### src/rtl/cdb_pkg.sv
// Shared types and defaults for the common data bus (CDB) arbiter.
// Latency: none, this file holds declarations only.
// Backpressure: none, this file holds declarations only.
package cdb_pkg;

  localparam int TAG_W_DEF  = 3;
  localparam int DATA_W_DEF = 32;

  typedef enum logic [1:0] {
    SRC_ADD = 2'd0,
    SRC_MUL = 2'd1,
    SRC_BR  = 2'd2
  } cdb_src_e;

  // Bus-level layout of one broadcast at the default widths.
  typedef struct packed {
    cdb_src_e                src;
    logic [TAG_W_DEF-1:0]    tag;
    logic [DATA_W_DEF-1:0]   value;
    logic                    exception;
  } cdb_pkt_t;

endpackage

### src/rtl/rr_pick3.sv
// Three-way round-robin picker: one-hot grant starting the search after `last`.
// Latency: purely combinational.
// Backpressure: none; an empty request mask yields an all-zero grant.
module rr_pick3
  import cdb_pkg::*;
(
  input  logic [2:0] req,
  input  logic [1:0] last,
  output logic [2:0] gnt
);

  // Search order is last+1, last+2, last+3 (mod 3).
  always_comb begin
    gnt = 3'b000;
    case (last)
      SRC_ADD: begin
        if      (req[SRC_MUL]) gnt = 3'b010;
        else if (req[SRC_BR])  gnt = 3'b100;
        else if (req[SRC_ADD]) gnt = 3'b001;
      end
      SRC_MUL: begin
        if      (req[SRC_BR])  gnt = 3'b100;
        else if (req[SRC_ADD]) gnt = 3'b001;
        else if (req[SRC_MUL]) gnt = 3'b010;
      end
      default: begin
        if      (req[SRC_ADD]) gnt = 3'b001;
        else if (req[SRC_MUL]) gnt = 3'b010;
        else if (req[SRC_BR])  gnt = 3'b100;
      end
    endcase
  end

endmodule

### src/rtl/cdb_arbiter.sv
// CDB arbiter: picks one of ADD/MUL/BR per cycle and broadcasts it from a register.
// Latency: 1 cycle from transfer (valid & ready at posedge) to cdb_valid.
// Backpressure: ready is combinational, at most one high, none during flush/reset.
// Optional CDB_BRANCH_PRIORITY_EN: branch wins unless ADD or MUL is starved.
module cdb_arbiter
  import cdb_pkg::*;
#(
  parameter int TAG_W        = TAG_W_DEF,
  parameter int DATA_W       = DATA_W_DEF,
  parameter int STARVE_LIMIT = 4
) (
  input  logic              clk,
  input  logic              rst_n,
  input  logic              flush,
  input  logic              add_valid,
  input  logic [TAG_W-1:0]  add_tag,
  input  logic [DATA_W-1:0] add_value,
  input  logic              mul_valid,
  input  logic [TAG_W-1:0]  mul_tag,
  input  logic [DATA_W-1:0] mul_value,
  input  logic              branch_valid,
  input  logic [TAG_W-1:0]  branch_tag,
  input  logic [DATA_W-1:0] branch_value,
  input  logic              branch_exception,
  output logic              add_ready,
  output logic              mul_ready,
  output logic              branch_ready,
  output logic              cdb_valid,
  output logic [1:0]        cdb_src,
  output logic [TAG_W-1:0]  cdb_tag,
  output logic [DATA_W-1:0] cdb_value,
  output logic              cdb_exception
);

  // STARVE_LIMIT must be at least 1 so the counters have a width.
  localparam int CNT_W = $clog2(STARVE_LIMIT + 1);
  localparam logic [CNT_W-1:0] CNT_MAX = CNT_W'(STARVE_LIMIT);

  cdb_src_e          last;
  logic [2:0]        req;
  logic [2:0]        rr_gnt;
  logic [2:0]        gnt;
  logic [2:0]        rdy;
  logic [2:0]        xfer;
  logic [CNT_W-1:0]  wait_cnt [3];

  cdb_src_e          win_src;
  logic [TAG_W-1:0]  win_tag;
  logic [DATA_W-1:0] win_value;

  assign req = {branch_valid, mul_valid, add_valid};

  rr_pick3 u_rr (
    .req  (req),
    .last (last),
    .gnt  (rr_gnt)
  );

`ifdef CDB_BRANCH_PRIORITY_EN
  logic [2:0] starved;
  logic [2:0] starve_gnt;

  assign starved = {1'b0,
                    mul_valid && (wait_cnt[SRC_MUL] == CNT_MAX),
                    add_valid && (wait_cnt[SRC_ADD] == CNT_MAX)};

  // Starved sources share the normal rr order among themselves.
  rr_pick3 u_rr_starve (
    .req  (starved),
    .last (last),
    .gnt  (starve_gnt)
  );

  // Starvation override first, then branch priority, then plain round-robin.
  always_comb begin
    gnt = rr_gnt;
    if (|starved)          gnt = starve_gnt;
    else if (branch_valid) gnt = 3'b100;
  end
`else
  assign gnt = rr_gnt;

  // Pure round-robin: nobody is passed over more than twice in a row.
  assert property (@(posedge clk) disable iff (!rst_n)
    int'(wait_cnt[0]) <= 2 && int'(wait_cnt[1]) <= 2 && int'(wait_cnt[2]) <= 2);
`endif

  // Reset is folded in so no grant is visible while the arbiter is held in reset.
  assign rdy  = (rst_n && !flush) ? gnt : 3'b000;
  assign xfer = req & rdy;
  assign {branch_ready, mul_ready, add_ready} = rdy;

  // Select the winning source and its payload.
  always_comb begin
    win_src   = SRC_BR;
    win_tag   = branch_tag;
    win_value = branch_value;
    if (xfer[SRC_ADD]) begin
      win_src   = SRC_ADD;
      win_tag   = add_tag;
      win_value = add_value;
    end else if (xfer[SRC_MUL]) begin
      win_src   = SRC_MUL;
      win_tag   = mul_tag;
      win_value = mul_value;
    end
  end

  // Per-source wait counters, saturating, cleared on grant, idle or flush.
  always_ff @(posedge clk or negedge rst_n) begin
    if (!rst_n) begin
      for (int i = 0; i < 3; i++) wait_cnt[i] <= '0;
    end else begin
      for (int i = 0; i < 3; i++) begin
        if (!req[i] || xfer[i] || flush) wait_cnt[i] <= '0;
        else if (wait_cnt[i] != CNT_MAX) wait_cnt[i] <= wait_cnt[i] + 1'b1;
      end
    end
  end

  // Round-robin pointer follows the last granted source.
  always_ff @(posedge clk or negedge rst_n) begin
    if (!rst_n)     last <= SRC_BR;
    else if (|xfer) last <= win_src;
  end

  // Broadcast register: one-cycle valid, payload holds while idle.
  always_ff @(posedge clk or negedge rst_n) begin
    if (!rst_n) begin
      cdb_valid     <= 1'b0;
      cdb_src       <= 2'd0;
      cdb_tag       <= '0;
      cdb_value     <= '0;
      cdb_exception <= 1'b0;
    end else begin
      cdb_valid <= (|xfer) && !flush;
      if (|xfer) begin
        cdb_src       <= win_src;
        cdb_tag       <= win_tag;
        cdb_value     <= win_value;
        cdb_exception <= xfer[SRC_BR] && branch_exception;
      end
    end
  end

endmodule

### config.mk
export PLATFORM = sky130hd
export DESIGN_NAME = cdb_arbiter
export DESIGN_NICKNAME = d
export VERILOG_FILES = /design/src/rtl/cdb_pkg.sv /design/src/rtl/rr_pick3.sv /design/src/rtl/cdb_arbiter.sv
export SDC_FILE = /design/constraint.sdc
export NUM_CORES = 1
export LEC_CHECK = 0
export ABC_AREA = 1
export ABC_CLOCK_PERIOD_IN_PS = 1700
export CORE_ASPECT_RATIO = 0.6
export CORE_MARGIN = 1.5
export CORE_UTILIZATION = 33
export CTS_CLUSTER_DIAMETER = 120
export DETAILED_ROUTE_END_ITERATION = 8
export PLACE_DENSITY = 0.8
export SETUP_SLACK_MARGIN = 0.15
export SLEW_MARGIN = 30
export SYNTH_ARGS = -nofsm -noshare
export SYNTH_HDL_FRONTEND = slang
export SYNTH_SLANG_ARGS = --single-unit
### constraint.sdc
create_clock -name clk -period 1.7 [get_ports clk]
set_clock_uncertainty 0.15 [all_clocks]
set_input_delay 0.255 -clock clk [delete_from_list [all_inputs] [get_ports clk]]
set_output_delay 0.255 -clock clk [all_outputs]
set_load 0.01 [all_outputs]
# Word level (Yosys, flattened, before mapping)
# Cells that the tools add are included.
[totals] word_cells=31 output_inout_bits=42 ff_bits=41
[op_classes] bitwise_logic=1 mux=17 n_reduce_logical=6 n_eq_ne=1
[ops] operator="two-way mux 32 bit" count=2
[ops] operator="two-way mux 3 bit" count=10
[ops] operator="two-way mux 2 bit" count=3
[ops] operator="case mux 3 bit (2 select lines)" count=1
[ops] operator="bitwise AND 3 bit" count=1
[ops] operator="logical AND 1 bit" count=3
[ops] operator="OR reduction 3 bit" count=1
[ops] operator="== test 2 x 1 -> 1 bit (second input constant)" count=1
[ops] operator="zero test 2 bit" count=1
[ops] operator="zero test 1 bit" count=1
[ops] operator="two-way mux 1 bit" count=1

# Depth between registers and ports, before layout
[logic_depth] depth_word=8 mapped_depth=11 ltp_nobuf=10

# Hierarchy
# From an unflattened synthesis, not the netlist that was laid out.
[unflattened] hier_cells=357 hier_area_um2=2401.1
[by_module_without_submodules] mod="cdb_arbiter" area_per_inst_um2=2322.2 instances=1 cells_each=342
[by_module_without_submodules] mod="rr_pick3" area_per_inst_um2=78.8 instances=1 cells_each=15

# Worst setup path after synthesis
# No wires, ideal clock.
[synth_path] kind="reg-to-reg" startpoint="reg last[1]" endpoint="reg cdb_tag[2]" path_buffers=2 synth_period_minus_slack_ns=1.666 required_time_ns=1.433 arrival_ns=1.399 path_stages_with_launch=10 setup_ns=0.117 setup_slack_ns=0.034 path_cell_list="dfstp_2 > inv_2 > a21oi_4 > nand3_4 > buf_6 > buf_6 > nand3_1 > nand3_1 > nand2_1 > nand2_1"
[synth_between] elab_chain_len=6
[synth_lines] element="start: declaration" line_no="cdb_arbiter.sv:39" text="cdb_src_e last;"
[synth_lines] element="start signal: assignment" line_no="cdb_arbiter.sv:124" text="else if (|xfer) last <= win_src;"
[synth_lines] element="== test 2 x 1 -> 1 bit or zero test 2 bit (tied branches)" line_no="rr_pick3.sv:15" text="case (last)"
[synth_lines] element="case mux 3 bit (2 select lines) *" line_no="rr_pick3.sv:15"
[synth_lines] element="two-way mux 3 bit *" line_no="cdb_arbiter.sv:89" text="assign rdy = (rst_n && !flush) ? gnt : 3'b000;"
[synth_lines] element="bitwise AND 3 bit *" line_no="cdb_arbiter.sv:90" text="assign xfer = req & rdy;"
[synth_lines] element="two-way mux 3 bit" line_no="cdb_arbiter.sv:102" text="end else if (xfer[SRC_MUL]) begin"
[synth_lines] element="two-way mux 3 bit" line_no="cdb_arbiter.sv:98" text="if (xfer[SRC_ADD]) begin"
[synth_lines] element="end signal: assignment" line_no="cdb_arbiter.sv:139" text="cdb_tag <= win_tag;"
[synth_lines] element="end: declaration" line_no="cdb_arbiter.sv:30" text="output logic [TAG_W-1:0] cdb_tag,"
# Mark *: on every way between the ends. The rest lies on a longest branch, timed or not.
# A chain may end at the register's enable or synchronous reset.

# Worst setup path after layout
[layout_path] startpoint="reg last[1]" endpoint="reg cdb_value[9]"
[layout_between] elab_chain_len=6
[layout_lines] element="== test 2 x 1 -> 1 bit or zero test 2 bit (tied branches)" line_no="rr_pick3.sv:15"
[layout_lines] element="case mux 3 bit (2 select lines) *" line_no="rr_pick3.sv:15"
[layout_lines] element="two-way mux 3 bit *" line_no="cdb_arbiter.sv:89"
[layout_lines] element="bitwise AND 3 bit *" line_no="cdb_arbiter.sv:90"
[layout_lines] element="two-way mux 32 bit" line_no="cdb_arbiter.sv:102"
[layout_lines] element="two-way mux 32 bit" line_no="cdb_arbiter.sv:98"
[layout_lines] element="end signal: assignment" line_no="cdb_arbiter.sv:140" text="cdb_value <= win_value;"
[layout_lines] element="end: declaration" line_no="cdb_arbiter.sv:31" text="output logic [DATA_W-1:0] cdb_value,"
# Marked as above.

==> results.md <==
- Total congestion overflow: 0
- Final worst path period share: 109.9%
- RSZ-0062 raised after global routing: true
- Max Freq: 535.3 MHz
- Die width: 113.2 um
- I/O pins: between 150 and 200
- FF-to-FF End: cdb_value[9]$_DFFE_PN0P_
- Worst R2R Start: last[1]$_DFFE_PN1P_
- GRT Total Usage: around a quarter
- #FFs+latches synth: 40
- Die area: about 7800 um^2
- Number of global-route vias before repair: between 3000 and 4000
- WL per Instance: 15.88 um
- Worst Setup End Kind: flip-flop
- CTS tree: built
- Initial antenna violation count: 0
- Post-route setup slack: -0.1680 ns
- Worst IR drop on VDD: 0.7019 mV
- Diode count: 0
- CTS Sinks: 40
- Distinct cell type count of the synthesized netlist: 19
- Die height: roughly 70 um
- Min-Delay Endpoint: cdb_value[15]$_DFFE_PN0P_
- H-Tree Depth: 2
- Final core utilization: around two thirds
- Slew headroom: 65.86%
- Post-route minimum period: about 1.9 ns
- Largest net degree at the start of global routing: approximately 40
- WL final: 9589 um
- Pleak: ~2.3 nW
- Status: complete, but fails checks
- Hold Path Class: reg -> reg
- Routability cong.: between 0.8 and 0.9
- Slew @ Worst Pin: approximately 0.5 ns
- Initial Util: approximately a third
- CTS Buf Count: 5
- Num rows: 23
- Register area share after synthesis: 41.70%
- R2r setup slk: -0.17 ns
- Fin Hold WS: 0.3233 ns
- First-pass GRT wire length: around 15000 um
- Placed Area: 4069 um^2
- PortBufs: roughly 150
- Power, Total: about 0.0054 W
- Syn avg cell area: a little over 7 um^2
- Vias per cell: a little over 5
- CTS max path bufs: 2
- Critical path type: reg -> reg
- Failing checks: setup timing
- Design area: ~4600 um^2
- Hold Startpoint: cdb_value[15]$_DFFE_PN0P_
- Worst R2R Path Depth: 12
- CP Launch Type: flip-flop
- 1st-iter DRT viols: 185
- Worst slack, placed: -0.4668 ns
- Syn_nets: roughly 450
- Final setup vio count: 39
- Detailed Place HPWL: ~6400 um
- Final Max Tran Viols: 0
- Fin nets: between 600 and 700
- CTS clk-pin slew, worst paths: 0.06 ns
- Final hold vios: 0
- CP max FO: 5
- Critical Path AT: roughly 1.9 ns
- CP Data Required Time: ~1.7 ns
- CORE AREA: 6849 um^2
- DR DRC count: 0
- Power Dens Cells: around 1200 nW/um^2
- Share of layout cells above drive strength 1: between 10% and 20%
- Hold path depth: 2
- Ys Warns: 0
- Antenna viol nets, final: 0
- Detailed Routing Iterations Pass 1: 4
- Max_cap viols: 0
- Vias: roughly 3100
- Cells after Synth: between 300 and 400
- Clock root cell: clkbuf_16
- Area delta synth->final: 91.72%
- Mapped Area: 2404 um^2
- Worst skew pair latency: approximately 0.27 ns
## timing repair
| action | CTS | global route |
|---|---|---|
| setup endpoints to repair | 82 | 44 |
| gates cloned | 3 | 1 |
| resized for setup | 86 | 33 |
| setup buffers | 13 | 6 |
| endpoints found under the hold margin | 39 | 0 |
| pin swaps | 8 | 18 |
| hold buffers | 1 | 0 |
## worst max-delay path by stage
| stage | from | endpoint | slack (ns) | cells after the start |
|---|---|---|---|---|
| floorplan | last[1]$_DFFE_PN1P_ | cdb_tag[2]$_DFFE_PN0P_ | 0.04 | 9 |
| global placement | flush | branch_ready | -0.44 | 7 |
| detailed placement | flush | branch_ready | -0.47 | 7 |
| CTS | last[1]$_DFFE_PN1P_ | cdb_value[5]$_DFFE_PN0P_ | -0.1 | 10 |
| global route | last[1]$_DFFE_PN1P_ | cdb_tag[0]$_DFFE_PN0P_ | -0.23 | 12 |
| finish | last[1]$_DFFE_PN1P_ | cdb_value[9]$_DFFE_PN0P_ | -0.17 | 12 |
## cells in the final DEF (no fill, tap or decap), types with 6 or more instances in the layout
cell / synthesis / layout
dlygate4sd2_1: 0 / 39
nand4_1: 27 / 27
nand3_1: 55 / 55
nand3b_1: 8 / 8
nand2_2: 2 / 23
nand2_4: 0 / 10
nand2_1: 158 / 127
dfrtp_1: 39 / 39
buf_4: 7 / 25
buf_6: 4 / 15
clkdlybuf4s50_1: 0 / 107
clkbuf_16: 0 / 6
## flip-flops by register name, indices dropped and copies added, names as in the netlist
register and count:
cdb_src 2, cdb_tag 3, cdb_valid 1, cdb_value 32, cdb_exception 1, last 1
## through the flow
stage / cells / TNS, ns
after CTS: 597 / -2.737
after floorplan: 336 / 0
after global routing: 604 / -7.554
after detailed placement: 573 / -15.33
after global placement: 573 / -13.51
final: 604 / -5.007
## synth_stat cells
library cell	instances	area share [%]
nand2_2	2	0.52
buf_2	9	1.9
nand2_1	158	25
o21ai_0	2	0.42
inv_2	3	0.47
nor2_4	1	0.47
dfrtp_1	39	41
nand4_1	27	7.0
inv_1	6	0.94
clkbuf_1	4	0.62
nand3_4	2	1.5
dfstp_2	1	1.1
a21oi_1	1	0.21
nor2_1	6	0.94
a21oi_4	1	0.68
buf_6	4	1.9
nand3_1	55	11
buf_4	7	2.2
nand3b_1	8	2.5
## worst max-delay path, stage by stage, from the launching register on
cell and delay [ns]:
dfstp_2 0.55, clkinv_4 0.09, nand2_2 0.08, nand2_2 0.07
nand2_4 0.07, nand2_4 0.06, buf_6 0.13, nand2_4 0.07
nor2_4 0.06, buf_4 0.14, buf_16 0.13, nand2_1 0.05
nand3b_1 0.07
## report_power, final
part | internal (W) | switching [W] | leakage (nW) | total (W)
Clock | 0.000533 | 0.000343 | 0.0667 | 0.000876
Sequential | 0.00143 | 0.000332 | 0.497 | 0.00176
Combinational | 0.00141 | 0.00138 | 1.71 | 0.00279
## cell families after synthesis
logic type             after synthesis  share of synthesized area, %
AOI/OAI and AO/OA                    4                         1.301
buffers and inverters               33                         7.964
DFF                                 40                         41.70
and+or+nand+nor                    259                         49.04
## metal layers
metal	part of all wire, %	GRT usage (%)	routed length [um]
met3	11	6.332	1024
met4	0.93	5.000	89
met5	0	0	0
met1	43	30.88	4086
met2	46	40.61	4388
## cell type report
class                   count  area [um^2]
multi-input cells         263         1340
inverters                   9        41.29
clock buffers               6        128.9
repair buffers            198         1982
well taps                  87        108.9
clock inverters             1        5.005
flip-flops and latches     40         1002
fillers                   567         2241
Note: power is estimated with default switching activity, not from simulation.
